### config.mk
export PLATFORM = sky130hd
export DESIGN_NAME = head_flit_route_unit
export DESIGN_NICKNAME = d
export VERILOG_FILES = /design/src/rtl/noc_route_pkg.sv /design/src/rtl/route_compute.sv /design/src/rtl/head_flit_route_unit.sv
export SDC_FILE = /design/constraint.sdc
export NUM_CORES = 1
export LEC_CHECK = 0
export ABC_CLOCK_PERIOD_IN_PS = 3740
export CORE_MARGIN = 2
export CORE_UTILIZATION = 48
export DETAILED_ROUTE_END_ITERATION = 10
export MAX_ROUTING_LAYER = met4
export PLACE_DENSITY = 0.79
export SYNTH_ARGS = -nofsm -noshare
export SYNTH_HDL_FRONTEND = slang
export SYNTH_HIERARCHICAL = 1
export SYNTH_SLANG_ARGS = --single-unit
### constraint.sdc
create_clock -name clk -period 3.74 [get_ports clk]
set_input_delay 0.374 -clock clk [delete_from_list [all_inputs] [get_ports clk]]
set_output_delay 0.374 -clock clk [all_outputs]
set_load 0.01 [all_outputs]
### src/rtl/noc_route_pkg.sv
// Shared types and helpers for mesh head-flit routing: direction codes, routing modes,
// compact port numbering and saturating TTL ageing.
package noc_route_pkg;

    typedef enum logic [2:0] {
        DirLocal = 3'd0,
        DirEast  = 3'd1,
        DirNorth = 3'd2,
        DirWest  = 3'd3,
        DirSouth = 3'd4
    } dir_e;

    typedef enum logic {
        RouteXy = 1'b0,
        RouteYx = 1'b1
    } route_mode_e;

    // Coordinate field width: at least one bit even for a 2-wide dimension.
    function automatic int coord_width(input int unsigned dim);
        return (dim > 2) ? $clog2(dim) : 1;
    endfunction

    // Ports present on this router are numbered 1..k in E, N, W, S order.
    function automatic int compact_port(input dir_e dir, input int x, input int y,
                                        input int dim_x, input int dim_y);
        int has_e;
        int has_n;
        int has_w;
        int code;
        has_e = (x + 1 < dim_x) ? 1 : 0;
        has_n = (y + 1 < dim_y) ? 1 : 0;
        has_w = (x > 0) ? 1 : 0;
        case (dir)
            DirEast:  code = 1;
            DirNorth: code = has_e + 1;
            DirWest:  code = has_e + has_n + 1;
            DirSouth: code = has_e + has_n + has_w + 1;
            default:  code = 0;
        endcase
        return code;
    endfunction

    function automatic logic [31:0] ttl_age(input logic [31:0] ttl, input logic [31:0] elapsed);
        return (ttl > elapsed) ? ttl - elapsed : 32'd0;
    endfunction

endpackage

### src/rtl/route_compute.sv
// Combinational dimension-order route decision: destination coordinates to a direction,
// flagging destinations that lie outside the mesh.
module route_compute
    import noc_route_pkg::*;
#(
    parameter int          DIM_X = 4,
    parameter int          DIM_Y = 4,
    parameter int          X     = 0,
    parameter int          Y     = 0,
    parameter int          XW    = 2,
    parameter int          YW    = 2,
    parameter route_mode_e MODE  = RouteXy
) (
    input  logic [XW-1:0] dst_x,
    input  logic [YW-1:0] dst_y,
    output dir_e          dir,
    output logic          err
);

    int   dx;
    int   dy;
    dir_e dir_x;
    dir_e dir_y;

    always_comb begin
        dx = int'(dst_x);
        dy = int'(dst_y);

        dir_x = DirLocal;
        if (dx > X) begin
            dir_x = DirEast;
        end else if (dx < X) begin
            dir_x = DirWest;
        end

        dir_y = DirLocal;
        if (dy > Y) begin
            dir_y = DirNorth;
        end else if (dy < Y) begin
            dir_y = DirSouth;
        end

        err = (dx >= DIM_X) || (dy >= DIM_Y);
        dir = DirLocal;
        if (!err) begin
            if (MODE == RouteXy) begin
                dir = (dir_x != DirLocal) ? dir_x : dir_y;
            end else begin
                dir = (dir_y != DirLocal) ? dir_y : dir_x;
            end
        end
    end

endmodule

### src/rtl/head_flit_route_unit.sv
// Registered head-flit route unit: decodes the output-port request, ages the TTL by the
// queueing delay plus one hop, and flags expired or unroutable packets.
module head_flit_route_unit
    import noc_route_pkg::*;
#(
    parameter int unsigned DATA_WIDTH    = 32,
    parameter int unsigned DIM_X         = 4,
    parameter int unsigned DIM_Y         = 4,
    parameter int unsigned INDEX         = 0,
    parameter int unsigned REQUEST_WIDTH = 3,
    parameter int unsigned ROUTING_MODE  = 0,
    parameter int unsigned COMPACT_PORTS = 1,
    parameter int unsigned TTL_ENABLE    = 1,
    parameter int unsigned TTL_LSB       = 8,
    parameter int unsigned TTL_WIDTH     = 12
) (
    input  logic                     clk,
    input  logic                     rst,
    input  logic                     in_valid,
    output logic                     in_ready,
    input  logic [DATA_WIDTH-1:0]    in_flit,
    output logic                     out_valid,
    input  logic                     out_ready,
    output logic [REQUEST_WIDTH-1:0] out_port,
    output logic [DATA_WIDTH-1:0]    out_flit,
    output logic                     out_drop,
    output logic                     out_err
);

    localparam int XW     = coord_width(DIM_X);
    localparam int YW     = coord_width(DIM_Y);
    localparam int NODE_X = int'(INDEX % DIM_X);
    localparam int NODE_Y = int'(INDEX / DIM_X);
    localparam logic [TTL_WIDTH-1:0] WaitMax = '1;

    if (INDEX >= DIM_X * DIM_Y) begin : g_bad_index
        $error("head_flit_route_unit: INDEX lies outside the mesh");
    end
    if (REQUEST_WIDTH < 3) begin : g_bad_request_width
        $error("head_flit_route_unit: REQUEST_WIDTH must be at least 3");
    end
    if (TTL_LSB + TTL_WIDTH > DATA_WIDTH || XW + YW > DATA_WIDTH) begin : g_bad_fields
        $error("head_flit_route_unit: flit fields exceed DATA_WIDTH");
    end
    if (TTL_WIDTH < 1 || TTL_WIDTH > 31) begin : g_bad_ttl_width
        $error("head_flit_route_unit: TTL_WIDTH must be 1..31");
    end

    typedef enum logic {StEmpty, StFull} state_e;

    state_e                   state_q, state_d;
    logic [TTL_WIDTH-1:0]     wait_cnt_q, wait_cnt_d;
    logic [REQUEST_WIDTH-1:0] port_q, port_d;
    logic [DATA_WIDTH-1:0]    flit_q, flit_d;
    logic                     drop_q, drop_d;
    logic                     err_q, err_d;

    dir_e                     route_dir;
    logic                     route_err;
    logic                     accept;
    int                       port_code;
    logic [TTL_WIDTH-1:0]     ttl_new;
    logic [DATA_WIDTH-1:0]    flit_new;
    logic                     drop_new;

    route_compute #(
        .DIM_X (int'(DIM_X)),
        .DIM_Y (int'(DIM_Y)),
        .X     (NODE_X),
        .Y     (NODE_Y),
        .XW    (XW),
        .YW    (YW),
        .MODE  ((ROUTING_MODE == 1) ? RouteYx : RouteXy)
    ) u_route (
        .dst_x (in_flit[YW +: XW]),
        .dst_y (in_flit[0 +: YW]),
        .dir   (route_dir),
        .err   (route_err)
    );

    always_comb begin
        in_ready  = (state_q == StEmpty) || out_ready;
        out_valid = (state_q == StFull);
        accept    = in_valid && in_ready;

        state_d = state_q;
        unique case (state_q)
            StEmpty: if (in_valid) state_d = StFull;
            StFull:  if (out_ready && !in_valid) state_d = StEmpty;
            default: state_d = StEmpty;
        endcase

        wait_cnt_d = wait_cnt_q;
        if (accept) begin
            wait_cnt_d = '0;
        end else if (in_valid && wait_cnt_q != WaitMax) begin
            wait_cnt_d = wait_cnt_q + 1'b1;
        end
    end

    always_comb begin
        if (COMPACT_PORTS != 0) begin
            port_code = compact_port(route_dir, NODE_X, NODE_Y, int'(DIM_X), int'(DIM_Y));
        end else begin
            port_code = int'(route_dir);
        end

        // Elapsed hops: cycles spent waiting here plus the hop being taken.
        ttl_new  = TTL_WIDTH'(ttl_age(32'(in_flit[TTL_LSB +: TTL_WIDTH]),
                                      32'(wait_cnt_q) + 32'd1));
        flit_new = in_flit;
        drop_new = route_err;
        if (TTL_ENABLE != 0) begin
            flit_new[TTL_LSB +: TTL_WIDTH] = ttl_new;
            drop_new = route_err || (ttl_new == '0);
        end

        port_d = port_q;
        flit_d = flit_q;
        drop_d = drop_q;
        err_d  = err_q;
        if (accept) begin
            port_d = REQUEST_WIDTH'(port_code);
            flit_d = flit_new;
            drop_d = drop_new;
            err_d  = route_err;
        end
    end

    always_ff @(posedge clk or negedge rst) begin
        if (!rst) begin
            state_q    <= StEmpty;
            wait_cnt_q <= '0;
            port_q     <= '0;
            flit_q     <= '0;
            drop_q     <= 1'b0;
            err_q      <= 1'b0;
        end else begin
            state_q    <= state_d;
            wait_cnt_q <= wait_cnt_d;
            port_q     <= port_d;
            flit_q     <= flit_d;
            drop_q     <= drop_d;
            err_q      <= err_d;
        end
    end

    assign out_port = port_q;
    assign out_flit = flit_q;
    assign out_drop = drop_q;
    assign out_err  = err_q;

endmodule

==> flow_metrics.tcl <==
set metrics [dict create \
    overflow 0 \
    worstReg2RegEnd "out_flit[16]" \
    remaining_drc_errors 0 \
    yosysTopAreaCell "dfrtp_1" \
    synth_seq_area_share_pct 43.9 \
    ant_nets 0 \
    syn_to_final_growth_pct 31.0 \
    core_area_um2 5570 \
    r2r_slack_ps 680 \
    cp-end-kind "flip-flop" \
    setup_violations 0 \
    leakage_uw 0.00161 \
    numCtsBuffers 5 \
    cts_tree "yes" \
    die_area_um2 6440 \
    vias 2477 \
    nNetsFinal 436 \
    crit_path_end "out_flit[16]" \
    grt_pass1_vias 2456 \
    synth_ff_type "dfrtp_1" \
    worstMarginPinSlew_ps 1100 \
    dr.pass1.iters 4 \
    antenna_found_initial 0 \
    power_per_cell_area_nw_per_um2 363 \
    dp_hpwl_um 4910 \
    grt_usage_pct 21.7 \
    crit_fanout 9 \
    vdd_ir_drop_max_mv 0.166 \
    clock_skew_ps 6.81 \
    finish.utilization_pct 65.6 \
    fin_area_um2 3660 \
    die_h_um 80.3 \
    post-cts-setup-buffer-count 0 \
    root_buffer "clkbuf_8" \
    cts.sinks 49 \
    initial_utilization_pct 50.1 \
    reg2regPathDepth 11 \
    cts.path.max_buffers 2 \
    crit_start "wait_cnt_q[0]" \
    worst_hold_path_type "input pin to async pin" \
    timing.rr.start "wait_cnt_q[0]" \
    maxCapViolCount 0 \
    drt_wl_total_um 6470 \
    critPathKind "flip-flop to flip-flop" \
    htreeDepth 2 \
    syn-mean-instance-area_um2 8.86 \
    clk_latency_ps 300 \
    fin_crit_ps 3060 \
    critPathLaunchType "flip-flop" \
    crit_arrival_ps 3300 \
    synthCells 315 \
    status "finished clean" \
    cts_resized 0 \
    drt-initial-drc-count 98 \
    row_count 27 \
    port_buffers 73 \
    drive_above_1_share_pct 5.43 \
    clk_pin_slew_ps 90 \
    grt_max_degree 50 \
    synthesis.area_um2 2790 \
    ios 75 \
    routedWlPerCell_um 14.1 \
    final_max_slew_viol_count 0 \
    grt_setup_unrepaired "no" \
    synth_warnings 6 \
    synth.distinct_cells 49 \
    grt_pass1_wl_um 10800 \
    via_per_inst 5.40 \
    max_freq_mhz 327 \
    place_congestion 0.867 \
    ys_ff_latch 49 \
    slew_headroom_pct 26.6 \
    die_x_um 80.3 \
    postCtsHoldBufs 0 \
    diodes 0 \
    placed_cell_area_um2 3570 \
    period_share_pct 81.8 \
    netlist.area_leader.share_pct 43.9 \
    async_reset_ff_share_pct 100 \
    synth_edf_count 0 \
    critPathRequiredTime_ps 3980 \
    tns_ps 0 \
    synthTopCellsByArea "dfrtp_1 44%, nand2_1 11%, ha_1 5.8%" \
    hold_violations 0 \
]
cell usage in the layout, fill, tap and decap left out, drive strengths merged, types with 4 or more instances in the layout:
cell            n
a21o            4
a21oi          10
a22o            5
and3            6
buf             4
clkbuf          5
clkdlybuf4s50  72
dfrtp          49
ha             13
inv            13
nand2          85
nand2b          6
nand3          11
nor2           15
o21ai          22
o31ai           6
xnor2           8
xor2            5
through the flow:
step / cells / worst slack (ps) / power, µW / hold WS [ps]
floorplan: 316 / 972 / 817 / 78.4
global placement: 451 / 834 / 1020 / 456
detailed placement: 451 / 752 / 1030 / 462
CTS: 459 / 722 / 1340 / 285
global route: 459 / 418 / 1410 / 334
finish: 459 / 682 / 1330 / 251
cells in the mapped netlist (6+ instances only):
cell type	count
nand2_1	85
dfrtp_1	49
o21ai_0	20
ha_1	13
inv_1	12
nor2_1	12
nand3_1	11
a21oi_1	9
xnor2_1	8
clkbuf_1	7
and3_1	6
o31ai_1	6
worst min-delay path by stage:
stage | startpoint | to | depth (start not counted)
6_report | rst | out_flit[26] | 1
5_1_grt | rst | out_flit[26] | 1
4_1_cts | rst | out_flit[30] | 1
3_5_place_dp | out_flit[24] | out_flit[24] | 2
3_3_place_gp | out_flit[1] | out_flit[1] | 2
2_1_floorplan | rst | out_drop | 0
where the power goes:
group          switching, µW  internal, µW
Combinational            185           207
Clock                    180           133
Sequential              35.0           589
final cells by class:
cell class,instances,area [µm²]
Fill cell,473,1920
Multi-Input combinational cell,242,1460
Sequential cell,49,1230
Timing Repair Buffer,76,748
Tap cell,72,90.1
Clock buffer,5,68.8
Inverter,12,45.0
Clock inverter,3,21.3
metal layers:
layer	global-route usage [%]	wire length [µm]	part of all wire, %	vias to the layer above
met5	-	0	0	-
met4	6.27	113	1.7	0
met3	4.72	364	5.6	11
met2	35.6	3010	47	79
met1	27.3	2970	46	1152
li1	-	-	-	1235
critical path: stages (launching register included):
cell and delay [ps]:
dfrtp_1 420, ha_1 260, and3_1 280, nand3_1 110, xor2_1 170, ha_1 430
o21a_1 170, nor2_1 50, o21ai_1 370, a31oi_4 210, nor2_2 310, a32o_1 220
cells by family after synthesis:
group	after synthesis	synth area share (%)
buffers and inverters	25	3.99
XOR/XNOR	13	4.08
AO/OA/AOI/OAI	71	18.1
other	2	0.269
AND/OR/NAND/NOR	141	23.1
adder cells (fa/ha/maj)	14	6.54
flip-flops	49	43.9
state kept, by name, indices dropped and copies added, names as in the netlist:
signal / count
out_drop: 1
out_err: 1
out_flit: 32
out_port: 2
out_valid: 1
wait_cnt_q: 12
No activity file was read; power rests on OpenSTA's default activity.
